**config.mk**
```make
export PLATFORM = sky130hd
export DESIGN_NAME = rr_arb_64b
export DESIGN_NICKNAME = d
export VERILOG_FILES = /design/src/rtl/rr_arb_64b.sv
export SDC_FILE = /design/constraint.sdc
export NUM_CORES = 1
export LEC_CHECK = 0
export CELL_PAD_IN_SITES_DETAIL_PLACEMENT = 0
export CELL_PAD_IN_SITES_GLOBAL_PLACEMENT = 2
export CORE_MARGIN = 5
export CORE_UTILIZATION = 27
export DETAILED_ROUTE_END_ITERATION = 8
export PLACE_DENSITY = 0.75
export SLEW_MARGIN = 10
export SYNTH_ARGS = -nofsm -noshare
export SYNTH_HDL_FRONTEND = slang
export SYNTH_SLANG_ARGS = --single-unit
```
**constraint.sdc**
```tcl
create_clock -name clk_i -period 3.5 [get_ports clk_i]
set_input_delay 0.35 -clock clk_i [delete_from_list [all_inputs] [get_ports clk_i]]
set_output_delay 0.35 -clock clk_i [all_outputs]
set_load 0.03 [all_outputs]
```
**src/rtl/rr_arb_64b.sv**
```systemverilog
// 64-requester round-robin arbiter with registered one-hot grant held until release.
// Optional watchdog forced release is built when ARB_WDT_EN is defined.
module rr_arb_64b #(
  parameter logic        RR_EN   = 1'b1,
  parameter int unsigned WDT_CYC = 256
) (
  input  logic        clk_i,
  input  logic        rst_n_i,
  input  logic        en_i,
  input  logic [63:0] req_i,
  input  logic        rel_i,
  output logic [63:0] gnt_o,
  output logic        gnt_vld_o,
  output logic [5:0]  gnt_idx_o,
  output logic        to_o
);

  // Handshake: a requester holds req_i high; once gnt_vld_o rises the grant is
  // owned until the owner pulses rel_i (or the watchdog fires); the slot then
  // spends one cycle in IDLE before the next grant can be issued.
  typedef enum logic {IDLE = 1'b0, GRANT = 1'b1} state_t;

  if (WDT_CYC < 2 || WDT_CYC > 65535) begin : g_wdt_range
    $error("rr_arb_64b: WDT_CYC out of range 2..65535");
  end

  state_t      state;
  logic [5:0]  ptr;
  logic [63:0] mask;
  logic [63:0] masked;
  logic [63:0] cand;
  logic [5:0]  win_idx;
  logic        wdt_hit;

  // Requests at or above the pointer take precedence; otherwise fall back to the full vector.
  always_comb begin
    mask    = RR_EN ? ({64{1'b1}} << ptr) : {64{1'b1}};
    masked  = req_i & mask;
    cand    = (|masked) ? masked : req_i;
    win_idx = '0;
    for (int i = 63; i >= 0; i--) begin
      if (cand[i]) win_idx = 6'(i);
    end
  end

  always_ff @(posedge clk_i or negedge rst_n_i) begin
    if (!rst_n_i) begin
      state     <= IDLE;
      ptr       <= '0;
      gnt_o     <= '0;
      gnt_vld_o <= 1'b0;
      gnt_idx_o <= '0;
    end else begin
      case (state)
        IDLE: begin
          if (en_i && (|req_i)) begin
            gnt_o     <= 64'd1 << win_idx;
            gnt_idx_o <= win_idx;
            gnt_vld_o <= 1'b1;
            state     <= GRANT;
          end
        end
        GRANT: begin
          if (rel_i || wdt_hit) begin
            gnt_o     <= '0;
            gnt_idx_o <= '0;
            gnt_vld_o <= 1'b0;
            ptr       <= gnt_idx_o + 6'd1;
            state     <= IDLE;
          end
        end
        default: state <= IDLE;
      endcase
    end
  end

`ifdef ARB_WDT_EN
  logic [15:0] wdt_cnt;

  // A release on the limit cycle wins, so the timeout pulse stays low.
  assign wdt_hit = (state == GRANT) && !rel_i && (wdt_cnt == 16'(WDT_CYC - 1));

  always_ff @(posedge clk_i or negedge rst_n_i) begin
    if (!rst_n_i) begin
      wdt_cnt <= '0;
      to_o    <= 1'b0;
    end else begin
      to_o <= wdt_hit;
      if (state != GRANT) begin
        wdt_cnt <= '0;
      end else if (!rel_i) begin
        wdt_cnt <= wdt_cnt + 16'd1;
      end
    end
  end
`else
  assign wdt_hit = 1'b0;
  assign to_o    = 1'b0;
`endif

endmodule

```
Yosys cells after proc, flatten, opt, wreduce, memory -nomap -nowiden
Cells that the tools add are included.

word-level totals
  bits in registers = 78
  bits of input ports = 68
  output and inout port bits = 72
  word-level logic and storage cells = 94

operators by class
  add/sub/neg operators = 1
  equal/unequal tests = 2
  shift operators = 2
  mux-type cells = 77
  bitwise logic cells = 2
  reduce and logical (&&, ||, !) cells = 5

operators by type and width
  kind                                                                  number
  6-bit 2-to-1 mux                                                      66
  64-bit 2-to-1 mux                                                     3
  64-bit one-hot mux with 2 select lines                                1
  64-bit OR reduction                                                   2
  64-bit AND                                                            1
  1-bit by 6-bit << shifter with 64-bit output (first input constant)   1
  64-bit by 6-bit << shifter with 64-bit output (first input constant)  1
  6-bit one-hot mux with 2 select lines                                 1
  6-bit by 1-bit adder with 6-bit output (second input constant)        1
  1-bit 2-to-1 mux                                                      4
  2-bit != test (second input constant)                                 2
  1-bit one-hot mux with 2 select lines                                 2
  2-bit AND reduction                                                   2
  1-bit logical AND                                                     1
  1-bit inverter                                                        1

Longest topological paths before layout
Gate-level depths: netlist (run 1).

  word-level depth = 71
  gate-level depth with buffers = 20

Worst setup path after synthesis (run 1)
OpenSTA, ideal clock, no wires.

  path kind = flip-flop to flip-flop
  start point = register ptr[2]
  end point = register gnt_o[1]
  arrival time = 3.630 ns
  setup slack = -0.251 ns
  cell stages (with the launch flop) = 18
  buffers on the path = 4
  period minus slack after synthesis = 3.751 ns
  path through = dfrtp_1 -> buf_4 -> buf_6 -> o31ai_1 -> nand2_1 -> a22oi_1 -> a2111oi_2 -> and4_1 -> buf_2 -> buf_2 -> a21o_1 -> a222oi_1 -> nand4_1 -> nand2b_1 -> nand2b_1 -> a31oi_1 -> nor3_1 -> a32o_1

between the ends
  longest elaborated chain between the ends = 71

ends and longest elaborated chain
  element                                            line  source
  start: declaration                                 28    logic [5:0] ptr;
  start signal: assignment                           68    ptr <= gnt_idx_o + 6'd1;
  64-bit by 6-bit << shifter with 64-bit output (*)  37    mask = RR_EN ? ({64{1'b1}} << ptr) : {64{1'b1}};
  64-bit AND (*)                                     38    masked = req_i & mask;
  64-bit OR reduction                                39    cand = (|masked) ? masked : req_i;
  64-bit 2-to-1 mux (*)                              39
  6-bit 2-to-1 mux (63 in series)                    42    if (cand[i]) win_idx = 6'(i);
  6-bit 2-to-1 mux (*)                               42
  1-bit by 6-bit << shifter with 64-bit output (*)   57    gnt_o <= 64'd1 << win_idx;
  64-bit 2-to-1 mux (*)                              56    if (en_i && (|req_i)) begin
  64-bit one-hot mux with 2 select lines (*)         54    case (state)
  end signal: assignment                             57
  end: declaration                                   12    output logic [63:0] gnt_o,

Every way passes the cells marked *; elsewhere a longest branch is shown, timed or not. The select of a mux whose other input is x is not followed.
A chain may end at the register's enable or synchronous reset.

Worst setup path after layout (run 1)
  start point = register ptr[1]
  end point = register gnt_o[38]

Same word-level chain as after synthesis.

==> flow_results.xml, run 1 <==
<?xml version="1.0" encoding="UTF-8"?>
<metrics>
  <group name="setup_path">
    <metric name="critical_path_peak_fanout" unit="">7</metric>
    <metric name="worstSetupStartpointType" unit="">flip-flop</metric>
    <metric name="critical_path.endpoint" unit="">gnt_o[38]</metric>
    <metric name="reg2reg_slack" unit="ns">-0.91</metric>
    <metric name="critPathArrivalTime" unit="ns">4.69</metric>
    <metric name="r2r_start" unit="">ptr[1]</metric>
    <metric name="worst_setup_path_end_kind" unit="">flip-flop</metric>
    <metric name="crit_path_start" unit="">ptr[1]</metric>
    <metric name="worst_setup_path_class" unit="">reg -&gt; reg</metric>
    <metric name="rr_worst_depth" unit="">21</metric>
    <metric name="r2r-end" unit="">gnt_o[38]</metric>
    <metric name="worst-endpoint-required" unit="ns">3.77</metric>
  </group>
  <group name="global_routing">
    <metric name="global_route_overflow" unit="">0</metric>
    <metric name="grt_first_pass_wirelength" unit="mm">53.1</metric>
    <metric name="globalRoute.busiestLayer" unit="">met2</metric>
    <metric name="grt_use_total" unit="">0.261</metric>
    <metric name="met3_usage" unit="">0.0542</metric>
    <metric name="globalRouteMet2Util" unit="">0.415</metric>
    <metric name="grt_antenna_before_repair" unit="">0</metric>
    <metric name="globalRouteMet1Util" unit="">0.351</metric>
    <metric name="grt_start_max_net_pins" unit="">79</metric>
    <metric name="first_global_vias" unit="">8668</metric>
  </group>
  <group name="place">
    <metric name="gp_routability_congestion" unit="">0.980</metric>
    <metric name="place_inst" unit="">1469</metric>
    <metric name="dpl.hpwl" unit="mm">27.5</metric>
    <metric name="io_buffers" unit="">138</metric>
  </group>
  <group name="logic_synthesis">
    <metric name="syn-cell-area" unit="sq um">6300</metric>
    <metric name="synth.avg_cell_area" unit="sq um">8.16</metric>
    <metric name="postSynth.asyncResetShare" unit="">1.00</metric>
    <metric name="synth_cells" unit="">772</metric>
    <metric name="largest_area_contributor_in_the_netlist" unit="">dfrtp_1</metric>
    <metric name="synth-seq-cells" unit="">78</metric>
    <metric name="ys_warn_count" unit="">0</metric>
    <metric name="ys_types" unit="">92</metric>
    <metric name="yosys-top-cells-area" unit="">dfrtp_1 (31%), a22o_1 (5.7%), nand2_1 (4.9%), a21oi_1 (3.3%), o21ai_0 (3.2%)</metric>
    <metric name="synth.most_common_cell" unit="">nand2_1</metric>
    <metric name="yosysSeqAreaShare" unit="">0.310</metric>
    <metric name="net_count_after_synthesis" unit="">841</metric>
    <metric name="netlist_top_cells_count" unit="">nand2_1 (82), dfrtp_1 (78), nor2_1 (46)</metric>
    <metric name="edff_count_synth" unit="">0</metric>
    <metric name="synthDominantCellAreaShare" unit="">0.310</metric>
    <metric name="synth-main-ff-cell" unit="">dfrtp_1</metric>
  </group>
  <group name="sta">
    <metric name="transition_time_at_the_pin_with_the_least_slew_margin" unit="ns">0.962</metric>
    <metric name="grt_setup_unrepaired" unit="">yes</metric>
    <metric name="timing.final.max_slew_violations" unit="">0</metric>
    <metric name="max_slew_margin" unit="">0.359</metric>
    <metric name="finClkSkew" unit="ns">0.00370</metric>
    <metric name="fmax" unit="MHz">227</metric>
    <metric name="period_minus_slack" unit="ns">4.41</metric>
    <metric name="setup_tns" unit="ns">-55.15</metric>
    <metric name="final_min_period_over_clock_period" unit="">1.26</metric>
    <metric name="report.final.hold_viol_count" unit="">0</metric>
    <metric name="timing.final.setup_violations" unit="">70</metric>
    <metric name="setup_ws" unit="ns">-0.914</metric>
  </group>
  <group name="cells_and_area">
    <metric name="nets" unit="">1303</metric>
    <metric name="layout_overhead_on_the_synthesized_area" unit="%">94.9</metric>
    <metric name="final_layout_size_suffix_gt1_frac" unit="">0.452</metric>
    <metric name="antenna_cells" unit="">0</metric>
    <metric name="n_fill_cell" unit="">2253</metric>
    <metric name="register_area" unit="sq um">1960</metric>
    <metric name="multi_input_comb_area" unit="sq um">5030</metric>
    <metric name="final_cell_count_no_fill" unit="">1558</metric>
  </group>
  <group name="route">
    <metric name="post-route-drc-count" unit="">0</metric>
    <metric name="drt_wl_total" unit="mm">36.4</metric>
    <metric name="detailedRoute.firstPassIterationCount" unit="">7</metric>
    <metric name="detail-route-antenna-nets" unit="">0</metric>
    <metric name="drt_iter0_markers" unit="">689</metric>
    <metric name="wl_per_cell" unit="um">23.3</metric>
    <metric name="avgViaCountPerCell" unit="">5.57</metric>
    <metric name="total_number_of_vias" unit="">8676</metric>
  </group>
  <group name="power">
    <metric name="max-vdd-ir-drop" unit="mV">0.368</metric>
    <metric name="total_switching_power" unit="mW">2.61</metric>
    <metric name="switching_share" unit="">0.428</metric>
    <metric name="sequentialPowerShare" unit="">0.179</metric>
    <metric name="power_leakage" unit="nW">5.17</metric>
    <metric name="comb_power_share" unit="">0.675</metric>
    <metric name="total_power" unit="mW">6.10</metric>
    <metric name="power.share.clock" unit="">0.147</metric>
    <metric name="p_per_area" unit="nW/um^2">497</metric>
    <metric name="internal_power" unit="mW">3.49</metric>
  </group>
  <group name="clock_tree">
    <metric name="clock_tree.buffer_depth" unit="">2</metric>
    <metric name="clkSlewWorstSetupHoldPaths" unit="ns">0.06</metric>
    <metric name="htree_levels" unit="">3</metric>
    <metric name="cts_root_buffer" unit="">clkbuf_16</metric>
    <metric name="worstSkewPairLatency" unit="ns">0.34</metric>
    <metric name="cts_num_sinks" unit="">78</metric>
    <metric name="cts-hold-fix-buffers" unit="">0</metric>
    <metric name="tritoncts_clock_tree" unit="">done</metric>
    <metric name="number_of_cts_inserted_buffers" unit="">9</metric>
  </group>
  <group name="floorplanning">
    <metric name="start_util" unit="">0.271</metric>
    <metric name="floorplan.core_area" unit="sq um">23300</metric>
    <metric name="rows" unit="">56</metric>
    <metric name="die_width" unit="um">163</metric>
    <metric name="boundaryPins" unit="">140</metric>
    <metric name="full_die_area" unit="sq um">26500</metric>
    <metric name="chipHeight" unit="um">163</metric>
  </group>
  <group name="flow_run">
    <metric name="cap_viol_max_count" unit="">0</metric>
  </group>
  <group name="worst_hold_path">
    <metric name="worst_min_path_class" unit="">in -&gt; async</metric>
  </group>
  <group name="status">
    <metric name="violations" unit="">negative setup slack</metric>
    <metric name="run_status" unit="">complete, but fails checks</metric>
  </group>
</metrics>
-- state kept, by name, indices dropped and copies added (netlist names) --
| name | cells |
|---|---|
| gnt_vld_o | 1 |
| ptr | 6 |
| gnt_o | 64 |
| state | 1 |
| gnt_idx_o | 6 |
-- cells in the final DEF (no fill, tap or decap), types with 7 or more instances in the layout --
cell type,count
a21o_1,10
nor2_1,42
clkdlybuf4s50_1,137
o211ai_1,11
and3_4,8
buf_4,291
o21ai_0,22
a22o_1,41
nand2_1,78
nand3_1,22
clkbuf_16,13
nor3_1,15
o22ai_1,12
a22oi_2,9
o21ai_1,32
or2_2,10
and2_1,9
nand4_1,12
o21ai_2,22
nor4_1,12
dfrtp_1,73
buf_12,15
o21a_1,7
buf_6,48
nand2b_1,11
a21oi_1,34
inv_1,15
-- power groups by stage --
stage	Clock, mW	Combinational (mW)	Sequential (mW)
5_1_grt	0.949	4.29	1.10
3_3_place_gp	0	2.97	1.10
3_5_place_dp	0	2.96	1.09
2_1_floorplan	0	1.36	1.17
4_1_cts	0.911	3.51	1.09
6_report	0.895	4.12	1.09
-- logic make-up (layout without fill, tap and decap cells) --
family,Yosys count,after routing,share of synthesized area
compound gates,320,321,0.366
simple gates,299,300,0.255
flops,78,78,0.310
buf+inv,66,531,0.0552
xor+xnor,4,4,0.00556
mux,3,3,0.00516
fa+ha+maj,1,1,0.00198
other cells,1,1,0.000595
-- metal layers --
layer | vias up | routed length, um
met5 | - | 0
met4 | 0 | 1340
met2 | 450 | 16600
met3 | 88 | 3070
li1 | 3934 | -
met1 | 4204 | 15400
-- critical path, stage by stage, from the launching register on --
cell and delay, ns:
dfrtp_2 0.46, buf_12 0.16, buf_12 0.14, nor2_4 0.21
buf_6 0.14, a31oi_4 0.07, o221a_2 0.27, and4_4 0.19
nand4_1 0.20, buf_6 0.19, buf_6 0.11, o21ai_4 0.07
buf_6 0.14, o21a_4 0.21, a211oi_2 0.27, a21oi_2 0.10
o211ai_1 0.30, a31oi_4 0.15, buf_6 0.16, buf_6 0.11
or4b_4 0.53, o21ai_1 0.15
-- metrics by stage --
| stage | setup WS (ns) | utilization | cell area (sq um) | hold WS, ns |
|---|---|---|---|---|
| after floorplan | -0.0980 | - | 6560 | 0.0544 |
| after global placement | -1.23 | 0.441 | 10300 | 0.464 |
| after detailed placement | -1.28 | 0.441 | 10300 | 0.472 |
| after CTS | -0.755 | 0.489 | 11400 | 0.198 |
| after global routing | -1.03 | 0.528 | 12300 | 0.244 |
| final | -0.914 | 0.528 | 12300 | 0.160 |
-- layout make-up --
cell class	instances	share of cell area
well taps	319	0.0325
clock buffers	9	0.0183
flip-flops and latches	78	0.159
multi-input cells	630	0.409
inverters	17	0.00519
clock inverters	7	0.00468
repair buffers	498	0.371
-- worst min-delay path by stage --
stage	cells past startpoint	slack, ns	endpoint	start
global placement	1	0.46	gnt_vld_o	gnt_vld_o
CTS	1	0.20	gnt_o[13]	rst_n_i
detailed placement	1	0.47	gnt_vld_o	gnt_vld_o
floorplan	0	0.05	gnt_idx_o[0]	rst_n_i
global route	1	0.24	gnt_o[13]	rst_n_i
finish	1	0.16	gnt_o[36]	rst_n_i
-- what timing repair did --
| item | in CTS | in global routing |
|---|---|---|
| pin swaps | 38 | 54 |
| setup endpoints to repair | 70 | 70 |
| hold endpoints to repair | 0 | 0 |
| buffers inserted | 30 | 38 |
| cloned | 3 | 5 |
| resized for setup | 126 | 101 |
No activity file was read; power rests on OpenSTA's default activity.
==> run 2, diff against run 1 <==
--- a/config.mk
+++ b/config.mk
@@ -10,7 +10,7 @@
 export CORE_MARGIN = 5
 export CORE_UTILIZATION = 27
 export DETAILED_ROUTE_END_ITERATION = 8
-export PLACE_DENSITY = 0.75
+export PLACE_DENSITY_LB_ADDON = 0.1
 export SLEW_MARGIN = 10
 export SYNTH_ARGS = -nofsm -noshare
 export SYNTH_HDL_FRONTEND = slang
==> run 2 against run 1 <==
Sequential power barely moved. Largest power group unchanged. Maximum frequency shrank 0.97%. Clock power up 5.9%. Largest cell class unchanged. First-iteration DRC count shrank 22%. Final cell count rose by 2.5%. The run still ends with negative setup slack left. Register-to-register slack got worse by 0.04 ns. Cell area increased by 2.6%. Die area unchanged.
==> flow_results.xml, run 2 (synthesis results as in run 1) <==
<?xml version="1.0" encoding="UTF-8"?>
<metrics>
  <group name="status">
    <metric name="run_status" unit="">complete, but fails checks</metric>
    <metric name="violations" unit="">negative setup slack</metric>
  </group>
  <group name="clock_tree">
    <metric name="cts_num_sinks" unit="">78</metric>
    <metric name="tritoncts_clock_tree" unit="">done</metric>
    <metric name="worstSkewPairLatency" unit="ns">0.34</metric>
    <metric name="clock_tree.buffer_depth" unit="">2</metric>
    <metric name="clkSlewWorstSetupHoldPaths" unit="ns">0.06</metric>
    <metric name="number_of_cts_inserted_buffers" unit="">9</metric>
    <metric name="cts_root_buffer" unit="">clkbuf_16</metric>
    <metric name="cts-hold-fix-buffers" unit="">0</metric>
    <metric name="htree_levels" unit="">3</metric>
  </group>
  <group name="floorplanning">
    <metric name="full_die_area" unit="sq um">26500</metric>
    <metric name="chipHeight" unit="um">163</metric>
    <metric name="boundaryPins" unit="">140</metric>
    <metric name="start_util" unit="">0.271</metric>
    <metric name="floorplan.core_area" unit="sq um">23300</metric>
    <metric name="rows" unit="">56</metric>
    <metric name="die_width" unit="um">163</metric>
  </group>
  <group name="flow_run">
    <metric name="cap_viol_max_count" unit="">0</metric>
  </group>
  <group name="route">
    <metric name="maxUsedRoutingLayer" unit="">met5</metric>
    <metric name="drt_iter0_markers" unit="">534</metric>
    <metric name="total_number_of_vias" unit="">8952</metric>
    <metric name="met3_length" unit="mm">2.27</metric>
    <metric name="wl_per_cell" unit="um">25.0</metric>
    <metric name="route.met2.wl" unit="mm">19.8</metric>
    <metric name="routedLengthMet1" unit="mm">16.1</metric>
    <metric name="detail-route-antenna-nets" unit="">0</metric>
    <metric name="drt_wl_total" unit="mm">40.0</metric>
    <metric name="post-route-drc-count" unit="">0</metric>
    <metric name="detailedRoute.firstPassIterationCount" unit="">6</metric>
    <metric name="avgViaCountPerCell" unit="">5.61</metric>
  </group>
  <group name="sta">
    <metric name="fmax" unit="MHz">224</metric>
    <metric name="max_slew_margin" unit="">0.326</metric>
    <metric name="setup_ws" unit="ns">-0.957</metric>
    <metric name="timing.final.setup_violations" unit="">70</metric>
    <metric name="report.final.hold_viol_count" unit="">0</metric>
    <metric name="period_minus_slack" unit="ns">4.46</metric>
    <metric name="transition_time_at_the_pin_with_the_least_slew_margin" unit="ns">1.01</metric>
    <metric name="final_min_period_over_clock_period" unit="">1.27</metric>
    <metric name="finClkSkew" unit="ns">0.00690</metric>
    <metric name="timing.final.max_slew_violations" unit="">0</metric>
    <metric name="grt_setup_unrepaired" unit="">yes</metric>
  </group>
  <group name="place">
    <metric name="io_buffers" unit="">138</metric>
    <metric name="postPlaceCellArea" unit="sq um">10600</metric>
    <metric name="dp_worst_setup_slack" unit="ns">-1.50</metric>
    <metric name="dpl.hpwl" unit="mm">30.4</metric>
    <metric name="gp_routability_congestion" unit="">0.992</metric>
  </group>
  <group name="cells_and_area">
    <metric name="largest_registers_ranked_by_flip_flop_count" unit="">gnt_o x64, gnt_idx_o x6, ptr x6</metric>
    <metric name="antenna_cells" unit="">0</metric>
    <metric name="layout.cells.most_common" unit="">buf_4</metric>
    <metric name="most-common-layout-cells" unit="">buf_4 (332), clkdlybuf4s50_1 (137), nand2_1 (77)</metric>
    <metric name="layout.cell_area.non_filler" unit="sq um">12600</metric>
    <metric name="n_fill_cell" unit="">2159</metric>
    <metric name="nets" unit="">1342</metric>
    <metric name="biggest_register" unit="">gnt_o</metric>
    <metric name="largest_register_ff_count" unit="">64</metric>
    <metric name="final_layout_size_suffix_gt1_frac" unit="">0.485</metric>
    <metric name="layout_overhead_on_the_synthesized_area" unit="%">100</metric>
    <metric name="postLayoutCoreUtil" unit="">0.542</metric>
    <metric name="register_area" unit="sq um">1960</metric>
    <metric name="multi_input_comb_area" unit="sq um">5080</metric>
  </group>
  <group name="worst_hold_path">
    <metric name="worst_min_path_class" unit="">in -&gt; async</metric>
  </group>
  <group name="power">
    <metric name="power_leakage" unit="nW">5.33</metric>
    <metric name="total_power" unit="mW">6.25</metric>
    <metric name="max-vdd-ir-drop" unit="mV">0.409</metric>
    <metric name="p_per_area" unit="nW/um^2">495</metric>
  </group>
  <group name="global_routing">
    <metric name="grt_start_max_net_pins" unit="">79</metric>
    <metric name="grt_first_pass_wirelength" unit="mm">58.7</metric>
    <metric name="first_global_vias" unit="">9291</metric>
    <metric name="global_route_overflow" unit="">0</metric>
    <metric name="grt_use_total" unit="">0.292</metric>
    <metric name="grt_antenna_before_repair" unit="">1</metric>
  </group>
  <group name="setup_path">
    <metric name="worst-endpoint-required" unit="ns">3.77</metric>
    <metric name="rr_worst_depth" unit="">21</metric>
    <metric name="critical-path-slowest-cell" unit="">dfrtp_1</metric>
    <metric name="max_stage_delay" unit="ns">0.40</metric>
    <metric name="worstSetupStartpointType" unit="">flip-flop</metric>
    <metric name="worst_setup_path_end_kind" unit="">flip-flop</metric>
    <metric name="critical_path_peak_fanout" unit="">11</metric>
    <metric name="critical-path-top-delay-family" unit="">compound AO/OA/AOI/OAI gates</metric>
    <metric name="r2r-end" unit="">gnt_o[2]</metric>
    <metric name="critical_path.cell_chain" unit="">buf_12, buf_12, a21oi_4, o211ai_1, o221a_2, and4_1, nand4_1, buf_6, nor2_4, buf_6, or3_4, a221oi_4, a2111oi_4, buf_4, a2111oi_4, a31oi_4, buf_6, buf_12, nor4b_4, buf_12, a22o_1</metric>
    <metric name="cpMostUsedCell" unit="">buf_12</metric>
    <metric name="worst_setup_path_class" unit="">reg -&gt; reg</metric>
    <metric name="critPathArrivalTime" unit="ns">4.73</metric>
    <metric name="r2r_start" unit="">ptr[1]</metric>
    <metric name="reg2reg_slack" unit="ns">-0.96</metric>
    <metric name="cp_num_buf_inv" unit="">8</metric>
  </group>
</metrics>
## run 2: worst max-delay path by stage
stage	start	to	slack, ns	cells past startpoint
floorplan	ptr[3]	gnt_o[10]	-0.1	17
global placement	ptr[4]	gnt_o[30]	-1.46	15
detailed placement	ptr[4]	gnt_o[1]	-1.50	17
CTS	ptr[3]	gnt_o[14]	-0.93	18
global route	ptr[3]	gnt_o[14]	-1.07	18
finish	ptr[1]	gnt_o[2]	-0.96	21
## run 2: through the flow
stage | hold slack, ns | setup TNS [ns] | instances
floorplan | 0.0544 | -3.05 | 772
global placement | 0.473 | -92.38 | 1511
detailed placement | 0.482 | -95.32 | 1511
CTS | 0.207 | -54.47 | 1561
global route | 0.263 | -66.25 | 1597
finish | 0.166 | -58.14 | 1597
## run 2: routing by layer
metal | global-route usage | vias up
met5 | 0 | -
met4 | 0.111 | 2
met3 | 0.0433 | 99
met2 | 0.513 | 409
met1 | 0.362 | 4426
li1 | - | 4016
## run 2: report_power, final
part           switching, mW  internal (mW)  leakage, nW
combinational           2.20           2.02         4.13
sequential            0.0932          0.982         1.07
clock                  0.391          0.558        0.136
total                   2.68           3.56         5.33
## run 2: final cells by class
cell class,instances,share of cell area
multi-input cells,630,0.403
repair buffers,537,0.382
flip-flops and latches,78,0.155
well taps,319,0.0317
clock buffers,10,0.0182
clock inverters,6,0.00556
inverters,17,0.00506
## run 2: worst reg2reg max path, delay by kind of cell, from the launching register on
family | cells | cell delay (ns)
flops | 1 | 0.40
buf+inv | 8 | 1.19
compound gates | 8 | 1.70
simple gates | 5 | 1.11
## run 2: what timing repair did
action,CTS,global route
endpoints found under the hold margin,0,0
setup endpoints to repair,70,70
buffers inserted,35,44
resized for setup,131,123
gates cloned,5,0
pin swaps,57,77
==> run 3, diff against run 2 <==
--- a/config.mk
+++ b/config.mk
@@ -11,7 +11,8 @@
 export CORE_UTILIZATION = 27
 export DETAILED_ROUTE_END_ITERATION = 8
 export PLACE_DENSITY_LB_ADDON = 0.1
-export SLEW_MARGIN = 10
+export SKIP_LAST_GASP = 1
+export SLEW_MARGIN = 40
 export SYNTH_ARGS = -nofsm -noshare
 export SYNTH_HDL_FRONTEND = slang
 export SYNTH_SLANG_ARGS = --single-unit
==> run 3 against run 2 <==
The run still ends with negative setup slack left. Register-to-register slack about the same. Sequential share of layout area decreased by 0.41 points. Critical endpoint is now gnt_o[1]. Sequential power about the same.
==> flow_results.xml, run 3 (synthesis results as in run 1) <==
<?xml version="1.0" encoding="UTF-8"?>
<metrics>
  <group name="route">
    <metric name="avgViaCountPerCell" unit="">5.68</metric>
    <metric name="post-route-drc-count" unit="">0</metric>
    <metric name="total_number_of_vias" unit="">9248</metric>
    <metric name="detailedRoute.firstPassIterationCount" unit="">5</metric>
    <metric name="wl_per_cell" unit="um">25.2</metric>
    <metric name="drt_wl_total" unit="mm">41.0</metric>
    <metric name="detail-route-antenna-nets" unit="">0</metric>
    <metric name="drt_iter0_markers" unit="">556</metric>
  </group>
  <group name="cells_and_area">
    <metric name="register_area" unit="sq um">1960</metric>
    <metric name="final_cell_count_no_fill" unit="">1629</metric>
    <metric name="antenna_cells" unit="">0</metric>
    <metric name="layout.cells.most_common" unit="">buf_4</metric>
    <metric name="largest_registers_ranked_by_flip_flop_count" unit="">gnt_o x64, gnt_idx_o x6, ptr x6</metric>
    <metric name="n_fill_cell" unit="">2103</metric>
    <metric name="largest_register_ff_count" unit="">64</metric>
    <metric name="layout.cell_area.non_filler" unit="sq um">13000</metric>
    <metric name="nets" unit="">1374</metric>
    <metric name="most-common-layout-cells" unit="">buf_4 (351), clkdlybuf4s50_1 (137), nand2_1 (75)</metric>
    <metric name="final_layout_size_suffix_gt1_frac" unit="">0.505</metric>
    <metric name="layout_overhead_on_the_synthesized_area" unit="%">106</metric>
    <metric name="biggest_register" unit="">gnt_o</metric>
    <metric name="multi_input_comb_area" unit="sq um">5140</metric>
  </group>
  <group name="power">
    <metric name="max-vdd-ir-drop" unit="mV">0.417</metric>
    <metric name="power_leakage" unit="nW">5.54</metric>
    <metric name="p_per_area" unit="nW/um^2">508</metric>
    <metric name="total_power" unit="mW">6.59</metric>
  </group>
  <group name="setup_path">
    <metric name="worst-endpoint-required" unit="ns">3.73</metric>
    <metric name="critical_path.cell_chain" unit="">buf_12, buf_16, o21ai_0, buf_4, nand3_1, o211ai_1, nor4_2, buf_4, nand3_4, buf_6, nor2_4, buf_6, or3_4, a221oi_4, a2111oi_4, buf_4, a2111oi_4, a31oi_1, buf_4, buf_4, buf_4, a31o_4, a32o_1</metric>
    <metric name="critical-path-slowest-cell" unit="">dfrtp_2</metric>
    <metric name="max_stage_delay" unit="ns">0.45</metric>
    <metric name="cp_num_buf_inv" unit="">10</metric>
    <metric name="rr_worst_depth" unit="">23</metric>
    <metric name="worst_setup_path_end_kind" unit="">flip-flop</metric>
    <metric name="r2r_start" unit="">ptr[1]</metric>
    <metric name="critPathArrivalTime" unit="ns">4.68</metric>
    <metric name="r2r-end" unit="">gnt_o[1]</metric>
    <metric name="critical-path-top-delay-family" unit="">compound AO/OA/AOI/OAI gates</metric>
    <metric name="worst_setup_path_class" unit="">reg -&gt; reg</metric>
    <metric name="critical_path_peak_fanout" unit="">8</metric>
    <metric name="cpMostUsedCell" unit="">buf_4</metric>
    <metric name="reg2reg_slack" unit="ns">-0.95</metric>
    <metric name="worstSetupStartpointType" unit="">flip-flop</metric>
  </group>
  <group name="place">
    <metric name="dpl.hpwl" unit="mm">30.3</metric>
    <metric name="place_inst" unit="">1511</metric>
    <metric name="io_buffers" unit="">138</metric>
    <metric name="postPlaceCellArea" unit="sq um">10600</metric>
    <metric name="gp_routability_congestion" unit="">0.992</metric>
  </group>
  <group name="clock_tree">
    <metric name="cts-hold-fix-buffers" unit="">0</metric>
    <metric name="cts_root_buffer" unit="">clkbuf_16</metric>
    <metric name="clkSlewWorstSetupHoldPaths" unit="ns">0.07</metric>
    <metric name="number_of_cts_inserted_buffers" unit="">9</metric>
    <metric name="worstSkewPairLatency" unit="ns">0.34</metric>
    <metric name="htree_levels" unit="">3</metric>
    <metric name="tritoncts_clock_tree" unit="">done</metric>
    <metric name="cts_num_sinks" unit="">78</metric>
    <metric name="clock_tree.buffer_depth" unit="">2</metric>
  </group>
  <group name="floorplanning">
    <metric name="floorplan.core_area" unit="sq um">23300</metric>
    <metric name="start_util" unit="">0.271</metric>
    <metric name="boundaryPins" unit="">140</metric>
    <metric name="full_die_area" unit="sq um">26500</metric>
    <metric name="rows" unit="">56</metric>
    <metric name="chipHeight" unit="um">163</metric>
    <metric name="die_width" unit="um">163</metric>
  </group>
  <group name="sta">
    <metric name="period_minus_slack" unit="ns">4.45</metric>
    <metric name="report.final.hold_viol_count" unit="">0</metric>
    <metric name="max_slew_margin" unit="">0.518</metric>
    <metric name="timing.final.max_slew_violations" unit="">0</metric>
    <metric name="final_min_period_over_clock_period" unit="">1.27</metric>
    <metric name="grt_setup_unrepaired" unit="">yes</metric>
    <metric name="setup_ws" unit="ns">-0.946</metric>
    <metric name="transition_time_at_the_pin_with_the_least_slew_margin" unit="ns">0.723</metric>
    <metric name="finClkSkew" unit="ns">0.00715</metric>
    <metric name="timing.final.setup_violations" unit="">70</metric>
    <metric name="fmax" unit="MHz">225</metric>
  </group>
  <group name="global_routing">
    <metric name="grt_start_max_net_pins" unit="">79</metric>
    <metric name="grt_first_pass_wirelength" unit="mm">60.1</metric>
    <metric name="first_global_vias" unit="">9613</metric>
    <metric name="grt_use_total" unit="">0.299</metric>
    <metric name="grt_antenna_before_repair" unit="">1</metric>
    <metric name="global_route_overflow" unit="">0</metric>
  </group>
  <group name="status">
    <metric name="run_status" unit="">complete, but fails checks</metric>
    <metric name="violations" unit="">negative setup slack</metric>
  </group>
  <group name="flow_run">
    <metric name="cap_viol_max_count" unit="">0</metric>
  </group>
  <group name="worst_hold_path">
    <metric name="worst_min_path_class" unit="">in -&gt; async</metric>
  </group>
</metrics>
run 3: cell types whose count changed in the layout (fill, tap and decap cells not counted), sizes merged:
cell and change:
and3 +1, buf +31
run 3: how the worst max path moves through the flow:
| stage | startpoint | endpoint | depth (start not counted) |
|---|---|---|---|
| 3_5_place_dp | ptr[4] | gnt_o[30] | 17 |
| 5_1_grt | ptr[1] | gnt_o[1] | 23 |
| 4_1_cts | ptr[1] | gnt_o[30] | 20 |
| 6_report | ptr[1] | gnt_o[1] | 23 |
| 3_3_place_gp | ptr[4] | gnt_o[30] | 15 |
| 2_1_floorplan | ptr[3] | gnt_o[10] | 17 |
run 3: per-layer routing:
metal / wire [um] / global-route usage
met2: 19500 / 0.509
met4: 2860 / 0.173
met5: 13 / 0
met1: 16200 / 0.358
met3: 2460 / 0.0468
run 3: layout make-up:
cell class	count	area share
Clock buffer	10	0.0177
Timing Repair Buffer	568	0.394
Tap cell	319	0.0308
Clock inverter	6	0.00540
Inverter	17	0.00492
Multi-Input combinational cell	631	0.396
Sequential cell	78	0.151
run 3: stage by stage:
stage / setup TNS, ns / util / setup WS, ns / hold slack, ns
global placement: -92.38 / 0.455 / -1.46 / 0.473
finish: -58.71 / 0.558 / -0.946 / 0.0310
global route: -67.77 / 0.558 / -1.08 / 0.100
floorplan: -3.05 / - / -0.0980 / 0.0544
detailed placement: -92.70 / 0.456 / -1.47 / 0.433
CTS: -51.03 / 0.531 / -0.863 / 0.0689
run 3: what timing repair did:
item,in CTS,in global routing
pin swaps,78,61
setup endpoints to repair,70,70
buffers inserted,67,39
cloned,7,1
resized for setup,184,99
run 3: where the power goes:
part	internal [mW]	switching (mW)
combinational	2.22	2.34
sequential	0.984	0.0893
clock	0.558	0.397
